[src/rtl/segment_scan_if.sv]
// rtl/segment_scan_if.sv - host-side load bus and display pin bundle for segment_scan_controller
interface segment_scan_if #(
    parameter int DIGITS = 8
);
    logic [31:0]       value;
    logic              load;
    logic [6:0]        seg;
    logic [DIGITS-1:0] an;
    logic              frame_start;
    logic              pending;

    modport master (
        output value,
        output load,
        input  seg,
        input  an,
        input  frame_start,
        input  pending
    );

    modport slave (
        input  value,
        input  load,
        output seg,
        output an,
        output frame_start,
        output pending
    );
endinterface

[src/rtl/segment_scan_controller.sv]
// rtl/segment_scan_controller.sv - multiplexed common-anode 7-segment scanner, frame-aligned value swap
// Optional macro LEADING_ZERO_BLANK_EN blanks leading zero digits above digit 0.
module segment_scan_controller #(
    parameter int DIGITS = 8,
    parameter int DIV    = 50000
) (
    input  logic          clk,
    input  logic          rst_n,
    segment_scan_if.slave bus
);
    localparam int PW = (DIV > 1) ? $clog2(DIV) : 1;
    localparam int IW = (DIGITS > 1) ? $clog2(DIGITS) : 1;

    logic [PW-1:0]     r_pcnt;
    logic [IW-1:0]     r_idx;
    logic [31:0]       r_pend_reg;
    logic              r_pending;
    logic [31:0]       r_shadow;
    logic              r_frame_start;
    logic [6:0]        r_seg;
    logic [DIGITS-1:0] r_an;

    logic              w_wrap;
    logic              w_boundary;
    logic [3:0]        w_nib;
    logic              w_blank;
    logic [6:0]        w_glyph;

    function automatic logic [6:0] hex_decode(input logic [3:0] nib);
        logic [6:0] s;
        case (nib)
            4'h0: s = 7'b1000000;
            4'h1: s = 7'b1111001;
            4'h2: s = 7'b0100100;
            4'h3: s = 7'b0110000;
            4'h4: s = 7'b0011001;
            4'h5: s = 7'b0010010;
            4'h6: s = 7'b0000010;
            4'h7: s = 7'b1111000;
            4'h8: s = 7'b0000000;
            4'h9: s = 7'b0010000;
            4'hA: s = 7'b0001000;
            4'hB: s = 7'b0000011;
            4'hC: s = 7'b1000110;
            4'hD: s = 7'b0100001;
            4'hE: s = 7'b0000110;
            default: s = 7'b0001110;
        endcase
        return s;
    endfunction

    assign w_wrap     = (r_pcnt == PW'(DIV - 1));
    assign w_boundary = w_wrap && (r_idx == IW'(DIGITS - 1));
    assign w_nib      = r_shadow[{r_idx, 2'b00} +: 4];

`ifdef LEADING_ZERO_BLANK_EN
    // Only nibbles that map to a physical digit count towards "leading".
    localparam logic [31:0] VIS_MASK = (DIGITS >= 8) ? 32'hFFFF_FFFF
                                                     : ((32'd1 << (4 * DIGITS)) - 32'd1);
    logic [31:0] w_upper;
    assign w_upper = (r_shadow & VIS_MASK) >> {r_idx, 2'b00};
    assign w_blank = (r_idx != '0) && (w_upper == 32'd0);
`else
    assign w_blank = 1'b0;
`endif

    assign w_glyph = w_blank ? 7'b1111111 : hex_decode(w_nib);

    always_ff @(posedge clk or negedge rst_n) begin
        if (!rst_n) begin
            r_pcnt        <= '0;
            r_idx         <= '0;
            r_pend_reg    <= '0;
            r_pending     <= 1'b0;
            r_shadow      <= '0;
            r_frame_start <= 1'b0;
            r_seg         <= 7'b1111111;
            r_an          <= '1;
        end else begin
            r_pcnt <= w_wrap ? '0 : r_pcnt + 1'b1;
            if (w_wrap) begin
                r_idx <= w_boundary ? '0 : r_idx + 1'b1;
            end
            r_frame_start <= w_boundary;

            // Swap reads the pre-edge pend_reg, so a load on the boundary waits one more frame.
            if (w_boundary && r_pending) begin
                r_shadow <= r_pend_reg;
            end
            if (bus.load) begin
                r_pend_reg <= bus.value;
                r_pending  <= 1'b1;
            end else if (w_boundary) begin
                r_pending  <= 1'b0;
            end

            r_an  <= ~(DIGITS'(1) << r_idx);
            r_seg <= w_glyph;
        end
    end

    assign bus.seg         = r_seg;
    assign bus.an          = r_an;
    assign bus.frame_start = r_frame_start;
    assign bus.pending     = r_pending;
endmodule

[src/flat_wrapper.sv]
// flat-port wrapper written by rule: the top's interface ports become plain ports
module segment_scan_controller_flat 
#(
    parameter int DIGITS = 8,
    parameter int DIV    = 50000
)
  (clk, rst_n, bus_value, bus_load, bus_seg, bus_an, bus_frame_start, bus_pending);
  segment_scan_if #(.DIGITS(DIGITS)) bus_i ();
  input  logic clk;
  input  logic rst_n;
  input wire logic [$bits(bus_i.value)-1:0] bus_value;
  input wire logic [$bits(bus_i.load)-1:0] bus_load;
  output wire logic [$bits(bus_i.seg)-1:0] bus_seg;
  output wire logic [$bits(bus_i.an)-1:0] bus_an;
  output wire logic [$bits(bus_i.frame_start)-1:0] bus_frame_start;
  output wire logic [$bits(bus_i.pending)-1:0] bus_pending;
  assign bus_i.value = bus_value;
  assign bus_i.load = bus_load;
  assign bus_seg = bus_i.seg;
  assign bus_an = bus_i.an;
  assign bus_frame_start = bus_i.frame_start;
  assign bus_pending = bus_i.pending;
  segment_scan_controller #(.DIGITS(DIGITS), .DIV(DIV)) u_core (.clk(clk), .rst_n(rst_n), .bus(bus_i));
endmodule
[config.mk]
export PLATFORM = sky130hd
export DESIGN_NAME = segment_scan_controller_flat
export DESIGN_NICKNAME = d
export VERILOG_FILES = /design/src/rtl/segment_scan_if.sv /design/src/rtl/segment_scan_controller.sv /design/src/flat_wrapper.sv
export SDC_FILE = /design/constraint.sdc
export NUM_CORES = 1
export LEC_CHECK = 0
export CAP_MARGIN = 20
export CORE_ASPECT_RATIO = 0.9
export CORE_MARGIN = 3
export CORE_UTILIZATION = 50
export DETAILED_ROUTE_END_ITERATION = 10
export PLACE_DENSITY_LB_ADDON = 0.2
export SETUP_SLACK_MARGIN = 0.15
export SLEW_MARGIN = 10
export SYNTH_ARGS = -nofsm -noshare
export SYNTH_HDL_FRONTEND = slang
export SYNTH_SLANG_ARGS = --single-unit
export TNS_END_PERCENT = 20
[constraint.sdc]
create_clock -name clk -period 2.1 [get_ports clk]
set_input_delay 0.63 -clock clk [delete_from_list [all_inputs] [get_ports clk]]
set_output_delay 0.63 -clock clk [all_outputs]
set_load 0.1 [all_outputs]
; Yosys cells after proc, flatten, opt, wreduce, memory -nomap -nowiden
; Memory sizes are Yosys's and may differ from the RTL's. A register that Yosys moved wholly into a read port is not among the register bits.
; Cells that the tools add are included.
[classes]
n_shift = 2
n_eq_ne = 2
reduce_logical = 4
addsub = 2
n_bitwise = 1
mux = 4
[op_table]
columns = op, count
row1 = $shiftx 32x6->4, 1
row2 = $add 16x1->16 const B, 1
row3 = $eq 16x16->1 const B, 1
row4 = $mux 16, 1
row5 = $not 8->8, 1
row6 = $shl 1x3->8 const A, 1
row7 = $add 3x1->3 const B, 1
row8 = $eq 3x3->1 const B, 1
row9 = $mux 3, 1
row10 = $logic_and 1x1->1, 2
row11 = $mux 1, 2
row12 = $reduce_bool 2->1, 1
row13 = $logic_not 1->1, 1
[totals]
wordCells = 23
rom_bits = 112
reg_bits = 93
out_inout_bits = 17
mem_count = 1
[mem_list]
columns = name, depth, width, rd, rd_clocked_by_memory_dff, wr, line_no
row1 = (name not given), 16, 7, 1, 1, 0, segment_scan_controller.sv:31  ; case (nib)

; Depth between registers and ports, before layout
[depth]
depth_word = 4
mapped_depth = 8
depth_no_buf = 7

; Worst setup path before layout
; No wires, ideal clock.
[synth_path]
kind = reg2reg
start = register u_core.r_idx[0]
end = register u_core.r_seg[0] (netlist: u_core.bus.seg[0])
n_path_buf = 1
required_ns = 2.018
synth_period_minus_slack_ns = 2.269
path_stages_with_launch = 8
setup_slack_ns = -0.169
setup_time_ns = 0.082
arrival_ns = 2.187
path_cell_list = dfrtp_1 -> buf_2 -> mux4_2 -> mux2i_1 -> inv_1 -> ha_1 -> and3_1 -> a211o_1
[synth_between]
elab_chain_cells = 1
[synth_lines]
columns = item, line_no
row1 = from (decl), segment_scan_controller.sv:15  ; logic [IW-1:0] r_idx;
row2 = from (signal assigned), segment_scan_controller.sv:82  ; r_idx <= w_boundary ? '0 : r_idx + 1'b1;
row3 = $shiftx 32x6->4, segment_scan_controller.sv:54  ; assign w_nib = r_shadow[{r_idx, 2'b00} +: 4];
row4 = to (decl), segment_scan_controller.sv:20  ; logic [6:0] r_seg;
; No other way between the ends.
; A chain may end at the register's enable or synchronous reset.

; Worst setup path in the final report
[layout_path]
start = register u_core.r_pcnt[11]
end = register u_core.r_shadow[23]
[layout_between]
elab_chain_cells = 3
[layout_lines]
columns = item, line_no
row1 = from (decl), segment_scan_controller.sv:14  ; logic [PW-1:0] r_pcnt;
row2 = from (signal assigned), segment_scan_controller.sv:80  ; r_pcnt <= w_wrap ? '0 : r_pcnt + 1'b1;
row3 = $eq 16x16->1, segment_scan_controller.sv:52  ; assign w_wrap = (r_pcnt == PW'(DIV - 1));
row4 = $logic_and 1x1->1, segment_scan_controller.sv:53  ; assign w_boundary = w_wrap && (r_idx == IW'(DIGITS - 1));
row5 = $logic_and 1x1->1, segment_scan_controller.sv:87  ; if (w_boundary && r_pending) begin
row6 = to (signal assigned), segment_scan_controller.sv:88  ; r_shadow <= r_pend_reg;
row7 = to (decl), segment_scan_controller.sv:18  ; logic [31:0] r_shadow;
; No other way between the ends.

==> qor.yml <==
wirelength_mm: 8.30
crit_path_end_kind: "flop"
ctsHtreeMaxLevel: 3
dp.cells: 477
fin_crit_ns: 2.14
worst_pin_slew_ns: 0.342
reg2reg_to: "u_core.r_shadow[23]"
drt-initial-drc-count: 118
cp_max_fo: 8
synth_top_family_by_area: "multiplexers"
start_util_pct: 52.6
worstSetupPathType: "flop to flop"
rsz0062_at_grt: "yes"
avgSynthCellArea_um2: 14.4
route.antenna.remaining_nets: 0
synthAdderAreaFrac_pct: 3.74
chipHeight_um: 94.4
core_mm2: 0.00826
cts-root-buf: "clkbuf_8"
area_delta_synth_final_pct: 33.0
synth_xor_area_share_pct: 2.62
numClockSinks: 100
seq_area_frac_synth_pct: 58.0
synth-compound-area-share_pct: 2.04
grt_pass1_wl_mm: 13.1
crit_required_ns: 2.34
via_count: 2639
maxSlewViolCount: 0
row_count: 31
place_congestion: 0.829
finalHoldViolations: 0
synthFlopType: "dfrtp_1"
clkLatencyLatePin_ns: 0.36
via_per_inst: 5.28
synth.area.mux_share_pct: 23.8
finalSetupViolations: 31
dieArea_mm2: 0.00984
hold_buffers: 0
async_flop_share_pct: 100
post-route-drc-count: 0
die-width_um: 104
layout.cells.non_filler: 500
ys_ff_latch: 100
synth_cells: 301
portBuffers: 51
clk_pin_slew_ns: 0.10
fin_tns_setup_ns: -0.688
diodes: 0
synth_cell_type_count: 41
layout-drive-gt1-share_pct: 43.1
grt_usage_pct: 16.8
hp-class: "input pin to async pin"
layout_common_cells: "85 x dfrtp_1, 35 x mux2_2, 33 x clkdlybuf4s50_1"
firstDrtPassIters: 5
endpoint: "u_core.r_shadow[23]"
final_common_cell: "dfrtp_1"
antenna_found_initial: 0
fmax_mhz: 467
yosys.area_share.simple_pct: 6.97
max-cap-violations: 0
r2r_setup_slack_ns: -0.04
setup_slack_ns: -0.0395
timing.rr.start: "u_core.r_pcnt[11]"
place.detailed.hpwl_mm: 5.47
p_total_uw: 3390
cts_tree: "done"
ioPinCount: 52
grt_max_degree: 67
slew_headroom_pct: 77.2
violations: "negative setup slack"
crit_arrival_ns: 2.38
setup.worst_path.start: "u_core.r_pcnt[11]"
status: "finished with violations"
total_leakage_power_uw: 0.00260
ys_warn_count: 0
synth_edf_count: 0
netlist_area_mm2: 0.00434
first_global_vias: 2701
fillers: 564
reg2reg_depth: 5
clockBufferDepth: 2
synth_nets: 349
nets: 428
start_kind: "flop"
routedWlPerCell_um: 16.6
clock_skew_ns: 0.0128
vdd_drop_max_mv: 0.417
overflow: 0
p_per_area_mw_per_mm2: 587
cts_buffers: 9
fin_crit_sh_pct: 102
-- worst min path at each step --
| stage | slack [ns] | endpoint | startpoint |
|---|---|---|---|
| 4_1_cts | 0.14 | u_core.bus.frame_start | rst_n |
| 5_1_grt | 0.15 | u_core.bus.frame_start | rst_n |
| 6_report | 0.15 | u_core.r_idx[2] | rst_n |
| 3_5_place_dp | 0.47 | u_core.r_shadow[15] | u_core.r_shadow[15] |
| 3_3_place_gp | 0.47 | u_core.r_shadow[26] | u_core.r_shadow[26] |
| 2_1_floorplan | 0.33 | u_core.bus.frame_start | rst_n |
-- final cells by class --
cell class	count	area, um^2	share of cell area, %
clock inverters	6	55.1	0.953
multi-input cells	176	1860	32.1
flip-flops and latches	100	2520	43.6
repair buffers	80	1010	17.5
clock buffers	10	138	2.38
well taps	115	144	2.49
inverters	13	48.8	0.845
-- timing repair --
action | CTS | global route
cloned | 1 | 2
buffers inserted | 0 | 4
gates resized for setup | 3 | 32
endpoints found under the setup margin | 38 | 39
pin swaps | 1 | 8
-- critical path: stages, from the launching register on --
cell and delay, ns:
dfrtp_1 0.40, or4bb_4 0.57, nor4_4 0.25, and3_4 0.32
clkbuf_16 0.20, mux2_4 0.30
-- report_power, final --
| group | leakage (uW) | internal [uW] | total, uW | switching (uW) |
|---|---|---|---|---|
| sequential | 0.00125 | 1990 | 2030 | 38.7 |
| combinational | 0.00125 | 120 | 192 | 71.6 |
| clock | 0.0000929 | 486 | 1170 | 684 |
| total | 0.00260 | 2590 | 3390 | 794 |
-- stage by stage --
stage	instance area [um^2]	hold WS [ns]	utilization, %	setup WS [ns]
after floorplan	4380	0.334	-	-0.0654
after global placement	5350	0.466	64.8	0.0466
after detailed placement	5350	0.474	64.8	-0.00605
after CTS	5580	0.140	67.5	0.00457
after global routing	5780	0.147	69.9	-0.105
final	5780	0.150	69.9	-0.0395
-- cells by family after synthesis --
group                      after synthesis
DFF                                    100
muxes                                   84
and+or+nand+nor                         52
buffers and inverters                   25
AOI/OAI and AO/OA                       14
xor gates and xnor gates                13
adders and majority gates               13
-- metal layers --
metal / vias up / wire length [um] / GRT usage, % / part of all wire, %
li1: 1231 / - / - / -
met1: 1334 / 3670 / 21.4 / 44
met2: 67 / 4250 / 29.2 / 51
met3: 7 / 328 / 3.69 / 4.0
met4: 0 / 54 / 5.32 / 0.65
met5: - / 0 / 0 / 0
-- cells in the mapped netlist (all sizes together), types with 6 or more instances --
library cell / number / area share [%]
xnor2: 6 / 1.2
nor2: 9 / 0.78
mux2: 67 / 17
dfrtp: 85 / 49
mux4: 8 / 4.1
o21ai: 6 / 0.69
clkbuf: 6 / 0.52
mux2i: 9 / 2.2
xor2: 7 / 1.4
dfstp: 15 / 9.1
nand2: 10 / 0.86
ha: 13 / 3.7
buf: 6 / 1.2
inv: 13 / 1.1
nand3: 9 / 1.0
(Power assumes the default switching activity.)
